## config.mk

```make
export PLATFORM = sky130hd
export DESIGN_NAME = hazard_unit
export DESIGN_NICKNAME = d
export VERILOG_FILES = /design/src/rtl/hazard_unit_pkg.sv /design/src/rtl/hazard_unit_md_stall_fsm.sv /design/src/rtl/hazard_unit.sv
export SDC_FILE = /design/constraint.sdc
export NUM_CORES = 1
export LEC_CHECK = 0
export BUFFER_PORTS_ARGS = -buffer_cell sky130_fd_sc_hd__buf_2
export CAP_MARGIN = 10
export CORE_ASPECT_RATIO = 0.5
export CORE_MARGIN = 2
export CORE_UTILIZATION = 46
export CTS_CLUSTER_SIZE = 14
export DETAILED_ROUTE_END_ITERATION = 12
export GPL_ROUTABILITY_DRIVEN = 0
export MAX_ROUTING_LAYER = met4
export PLACE_DENSITY = 0.73
export SYNTH_ARGS = -nofsm -noshare
export SYNTH_HDL_FRONTEND = slang
export SYNTH_SLANG_ARGS = --single-unit
```

## constraint.sdc

```tcl
create_clock -name clk -period 2.1 [get_ports clk]
set_clock_uncertainty 0.15 [all_clocks]
set_input_delay 0.63 -clock clk [delete_from_list [all_inputs] [get_ports clk]]
set_output_delay 0.63 -clock clk [all_outputs]
set_load 0.05 [all_outputs]
```

## src/rtl/hazard_unit_pkg.sv

```systemverilog
// Shared pipeline definitions: stage indices, stage-vector type and mult/div FSM states.
// Imported by the hazard unit and its mult/div stall sub-module.
package hazard_unit_pkg;

    localparam int unsigned NUM_STAGES = 5;

    localparam logic [2:0] IF_S  = 3'd0;
    localparam logic [2:0] ID_S  = 3'd1;
    localparam logic [2:0] EX_S  = 3'd2;
    localparam logic [2:0] MEM_S = 3'd3;
    localparam logic [2:0] WB_S  = 3'd4;

    // Wide enough for the largest legal MD_LATENCY (15).
    localparam int unsigned MD_CNT_W = 4;

    typedef logic [NUM_STAGES-1:0] stage_vec_t;

    typedef enum logic [1:0] {
        IDLE = 2'd0,
        BUSY = 2'd1,
        DONE = 2'd2
    } md_state_e;

    function automatic stage_vec_t stage_bit(input logic [2:0] s);
        stage_vec_t v;
        v    = '0;
        v[s] = 1'b1;
        return v;
    endfunction

endpackage

```

## src/rtl/hazard_unit_md_stall_fsm.sv

```systemverilog
// Mult/div occupancy tracker: holds EX for MD_LATENCY cycles from the md_start cycle,
// then presents md_done until MEM stops waiting. mem_exc aborts from any state.
module md_stall_fsm
    import hazard_unit_pkg::*;
#(
    parameter int unsigned MD_LATENCY = 4
) (
    input  logic clk,
    input  logic rst,
    input  logic md_start,
    input  logic mem_wait,
    input  logic mem_exc,
    output logic md_stall,
    output logic md_done
);

    // The start cycle itself is the first stall cycle, so BUSY covers the remaining ones.
    localparam logic [MD_CNT_W-1:0] CntLoad = MD_CNT_W'(MD_LATENCY - 1);
    localparam logic [MD_CNT_W-1:0] CntLast = MD_CNT_W'(1);

    md_state_e             state_q, state_d;
    logic [MD_CNT_W-1:0]   cnt_q, cnt_d;

    always_ff @(posedge clk or posedge rst) begin
        if (rst) begin
            state_q <= IDLE;
            cnt_q   <= '0;
        end else begin
            state_q <= state_d;
            cnt_q   <= cnt_d;
        end
    end

    always_comb begin
        state_d = state_q;
        cnt_d   = cnt_q;
        unique case (state_q)
            IDLE: begin
                if (md_start) begin
                    state_d = BUSY;
                    cnt_d   = CntLoad;
                end
            end
            BUSY: begin
                cnt_d = cnt_q - CntLast;
                if (cnt_q == CntLast) begin
                    state_d = DONE;
                end
            end
            DONE: begin
                if (!mem_wait) begin
                    state_d = IDLE;
                end
            end
            default: state_d = IDLE;
        endcase
        if (mem_exc) begin
            state_d = IDLE;
        end
    end

    always_comb begin
        md_stall = ((state_q == IDLE) && md_start) || (state_q == BUSY);
        md_done  = (state_q == DONE) && !rst;
    end

endmodule

```

## src/rtl/hazard_unit.sv

```systemverilog
// Pipeline hazard unit: prioritised per-stage stall/flush requests (zero latency)
// plus saturating performance counters for stall and flush cycles.
module hazard_unit
    import hazard_unit_pkg::*;
#(
    parameter int unsigned MD_LATENCY = 4,
    parameter int unsigned CNT_W      = 16
) (
    input  logic             clk,
    input  logic             rst,
    input  logic [4:0]       id_rs,
    input  logic [4:0]       id_rt,
    input  logic             id_uses_rs,
    input  logic             id_uses_rt,
    input  logic [4:0]       ex_rd,
    input  logic             ex_mem_read,
    input  logic             ex_branch_taken,
    input  logic             md_start,
    input  logic             mem_req,
    input  logic             mem_ready,
    input  logic             mem_exc,
    input  logic             perf_clr,
    output stage_vec_t       stall,
    output stage_vec_t       flush,
    output logic             md_done,
    output logic [CNT_W-1:0] stall_cycles,
    output logic [CNT_W-1:0] flush_events
);

    logic load_use;
    logic mem_wait;
    logic md_stall;
    logic branch_flush;

    logic [CNT_W-1:0] stall_cnt_q;
    logic [CNT_W-1:0] flush_cnt_q;

    assign load_use = ex_mem_read && (ex_rd != 5'd0) &&
                      ((id_uses_rs && (id_rs == ex_rd)) || (id_uses_rt && (id_rt == ex_rd)));
    assign mem_wait = mem_req && !mem_ready;

    md_stall_fsm #(
        .MD_LATENCY (MD_LATENCY)
    ) u_md_stall_fsm (
        .clk      (clk),
        .rst      (rst),
        .md_start (md_start),
        .mem_wait (mem_wait),
        .mem_exc  (mem_exc),
        .md_stall (md_stall),
        .md_done  (md_done)
    );

    // A taken branch waits until neither MEM nor EX is held, so it is deferred, not dropped.
    assign branch_flush = ex_branch_taken && !mem_wait && !md_stall;

    always_comb begin
        stall = '0;
        flush = '0;
        if (rst) begin
            stall = '0;
            flush = '0;
        end else if (mem_exc) begin
            flush = stage_bit(MEM_S);
        end else begin
            if (branch_flush) begin
                flush = stage_bit(ID_S);
            end
            if (mem_wait) begin
                stall = stage_bit(MEM_S);
            end else if (md_stall) begin
                stall = stage_bit(EX_S);
            end else if (!branch_flush && load_use) begin
                stall = stage_bit(ID_S);
            end
        end
    end

    always_ff @(posedge clk or posedge rst) begin
        if (rst) begin
            stall_cnt_q <= '0;
            flush_cnt_q <= '0;
        end else if (perf_clr) begin
            stall_cnt_q <= '0;
            flush_cnt_q <= '0;
        end else begin
            if ((stall != '0) && (stall_cnt_q != '1)) begin
                stall_cnt_q <= stall_cnt_q + CNT_W'(1);
            end
            if ((flush != '0) && (flush_cnt_q != '1)) begin
                flush_cnt_q <= flush_cnt_q + CNT_W'(1);
            end
        end
    end

    assign stall_cycles = stall_cnt_q;
    assign flush_events = flush_cnt_q;

endmodule

```

==> impl_metrics.toml <==
[finish]
instances_no_fill = 412
filler_cells = 309
syn2layout_area_growth_pct = 49.6
antenna_cells_inserted = 0
fraction_of_layout_instances_using_a_drive_strength_above_1 = 0.468
finish.utilization = 0.741
final_net_count = 375

[grt]
globalRouteOverflowTotal = 0
antenna_found_initial = 0
grt_start_max_net_pins = 26
first_global_vias = 2080
grtUsageTotal = 0.238
grt_first_pass_wirelength_um = 9580

[worst_setup_path]
critical_path.cell_chain = "buf_8, or4_4, nor2_4, nor3b_4, and4b_4, buf_6"
worst-path-max-fanout = 3
critical_path_required_ns = 1.32
ff2ff_setup_slack_ns = 0.01
reg2reg_from = "stall_cycles[4]"
timing.critical_path.to_type = "output port"
worstSetupPathType = "input port to output port"
worst_path_largest_cell_delay_ns = 0.54
timing.critical_path.from = "ex_rd[1]"
cp_data_arrival_time_ns = 1.77
worst_setup_path_start_kind = "input port"
timing.critical_path.slowest_stage_cell = "sky130_fd_sc_hd__or4_4"

[sta]
timing.final.hold_violations = 0
finalMaxSlewViolations = 0
final.period_utilization = 1.21
period_minus_slack_ns = 2.55
timing.final.ws_setup_ns = -0.448
fmaxAchievable_ghz = 0.392
unrepaired_setup_endpoints_after_global_routing = "yes"
finalHoldWorstSlack_ns = 0.412
setup_violations = 18

[clocking]
clock_tree.root_cell = "sky130_fd_sc_hd__clkbuf_8"
cts_tree = "done"
tritoncts_num_sinks = 38
max_clock_buf_depth = 2
path_clk_slew_ns = 0.08
cts.hold.buffers_added = 0
worst_skew_pair.late_latency_ns = 0.29
cts-htree-levels = 2
clock_buffer_count_from_cts = 5

[yosys]
mappedNetlistArea_um2 = 2250
post_synth.cell_area_avg_um2 = 9.24
yosys_warnings = 0
synth-edff-count = 0
yosys_most_used_dff = "sky130_fd_sc_hd__dfrtp_1"
yosys_register_bits = 38
synth.yosys.seq_area_share = 0.422
distinct_cell_type_count_after_synthesis = 46
async_reset_ff_frac = 1.00
synth_cells = 244

[power]
total_leakage_power_nw = 1.57
power_density_nw_per_um2 = 573
power.ir.vdd_worst_uv = 333
total_power_mw = 1.93

[detailed_routing]
drt_iter0_markers = 85
drc = 0
via_count = 2158
route.antenna.remaining_nets = 0
drt-vias-per-instance = 5.24
drt_pre_antenna_iters = 4
drt_wl_total_um = 6130
wl_per_cell_um = 14.9

[die]
initial_util = 0.495
die_w_um = 103
die_area_um2 = 5510
floorplan.io_pins = 69
placeableCoreArea_um2 = 4550
die_h_um = 53.5
number_of_placement_rows = 17

[outcome]
failed_checks = "setup timing"
run_status = "finished with violations"

[placement]
hpwlAfterDp_um = 4100
portBuffers = 63
post-place-cells = 396

[min_path]
hp-class = "register to register"
hold_path_startpoint = "u_md_stall_fsm.cnt_q[2]"

[job]
maxCapViolations = 0
==> path summary, 6_finish.rpt <==
check / to / depth (start not counted)
min reg2reg: u_md_stall_fsm.cnt_q[2] / 2
max: stall[1] / 6
max in group asynchronous: stall_cycles[8] / 4
min: u_md_stall_fsm.cnt_q[2] / 2
min in group asynchronous: flush_events[14] / 4
max reg2reg: stall_cycles[13] / 8
==> cell usage in the layout (no fill, tap or decap), types with 3 or more instances in the layout <==
master and instances:
sky130_fd_sc_hd__and2_1 3, sky130_fd_sc_hd__nand4_1 12, sky130_fd_sc_hd__ha_1 4, sky130_fd_sc_hd__xor2_1 12, sky130_fd_sc_hd__clkbuf_8 5, sky130_fd_sc_hd__xnor2_2 6, sky130_fd_sc_hd__nand2_1 14, sky130_fd_sc_hd__and3_1 8
sky130_fd_sc_hd__buf_6 12, sky130_fd_sc_hd__nor3_1 5, sky130_fd_sc_hd__dfrtp_1 27, sky130_fd_sc_hd__o21ai_0 4, sky130_fd_sc_hd__nand3_1 10, sky130_fd_sc_hd__buf_4 33, sky130_fd_sc_hd__inv_1 7, sky130_fd_sc_hd__conb_1 5
sky130_fd_sc_hd__mux2i_1 3, sky130_fd_sc_hd__nor4_4 3, sky130_fd_sc_hd__nor2_1 37, sky130_fd_sc_hd__buf_2 52, sky130_fd_sc_hd__nor3_2 9, sky130_fd_sc_hd__a21oi_1 3, sky130_fd_sc_hd__dfrtp_2 11, sky130_fd_sc_hd__xnor2_1 19
sky130_fd_sc_hd__nor2_4 4
==> logic make-up (layout without fill, tap and decap cells) <==
family,count (synthesis),count (layout),synth area share
compound gates,17,17,0.0577
xor+xnor,37,37,0.144
fa+ha+maj,4,4,0.0222
buf+inv,20,118,0.0472
flops,38,38,0.422
mux,4,4,0.0183
other cells,1,5,0.00166
simple gates,123,123,0.287
==> worst max-delay path, delay by kind of cell <==
| family | cells | cell delay, ns |
|---|---|---|
| buf+inv | 2 | 0.25 |
| simple gates | 4 | 0.88 |
==> per-stage QoR <==
step / setup WS, ns / instance area, um^2 / TNS, ns
6_report: -0.448 / 3370 / -3.74
2_1_floorplan: -0.229 / 2350 / -1.18
3_3_place_gp: -0.505 / 2910 / -8.34
3_5_place_dp: -0.520 / 2910 / -9.58
4_1_cts: -0.444 / 3320 / -3.35
5_1_grt: -0.460 / 3370 / -4.64
==> what timing repair did <==
item                                    4_1_cts  5_1_grt
gates resized for setup                      45       12
buffers inserted                              8        1
pin swaps                                    17        8
endpoints found under the setup margin       21       34
gates cloned                                  1        0
==> routing by layer <==
layer | track usage | wire, um | up-vias
met2 | 0.421 | 3030 | 71
met1 | 0.293 | 2790 | 1053
li1 | - | - | 1030
met3 | 0.0370 | 272 | 4
met4 | 0.0548 | 42 | 0
met5 | - | 0 | -
==> Yosys cell counts (2+ instances only) <==
cell type	instances	area (um^2)
sky130_fd_sc_hd__nand2_1	15	56.3
sky130_fd_sc_hd__and4b_1	2	20.0
sky130_fd_sc_hd__nor3_2	2	20.0
sky130_fd_sc_hd__nor3_1	14	70.1
sky130_fd_sc_hd__dfrtp_1	38	951
sky130_fd_sc_hd__and4_1	2	17.5
sky130_fd_sc_hd__nor2b_1	2	12.5
sky130_fd_sc_hd__and3_1	8	50.1
sky130_fd_sc_hd__nor2_1	40	150
sky130_fd_sc_hd__nand4_1	12	75.1
sky130_fd_sc_hd__xnor2_1	25	219
sky130_fd_sc_hd__mux2i_1	3	30.0
sky130_fd_sc_hd__and2_1	3	18.8
sky130_fd_sc_hd__buf_4	6	45.0
sky130_fd_sc_hd__ha_1	4	50.1
sky130_fd_sc_hd__inv_1	7	26.3
sky130_fd_sc_hd__clkbuf_1	4	15.0
sky130_fd_sc_hd__a21oi_1	3	15.0
sky130_fd_sc_hd__o21ai_0	5	25.0
sky130_fd_sc_hd__xor2_1	12	105
sky130_fd_sc_hd__nand3_1	11	55.1
sky130_fd_sc_hd__nor4_2	2	25.0
==> sequential cells by signal, indices dropped and copies added (netlist names) <==
register,cells
u_md_stall_fsm.state_q,2
stall_cycles,16
u_md_stall_fsm.cnt_q,4
flush_events,16
==> final cells by class <==
cell class | instances | area, um^2 | area share
multi-input cells | 190 | 1450 | 0.428
flip-flops and latches | 38 | 965 | 0.286
repair buffers | 103 | 748 | 0.222
well taps | 66 | 82.6 | 0.0245
clock buffers | 7 | 76.3 | 0.0226
clock inverters | 1 | 30.0 | 0.00890
inverters | 7 | 26.3 | 0.00779
==> power by group <==
group	internal (mW)	switching, mW	leakage (nW)	total (mW)
sequential	0.773	0.0378	0.503	0.811
clock	0.356	0.260	0.0524	0.615
combinational	0.228	0.278	1.02	0.506
No activity file was read; power rests on OpenSTA's default activity.
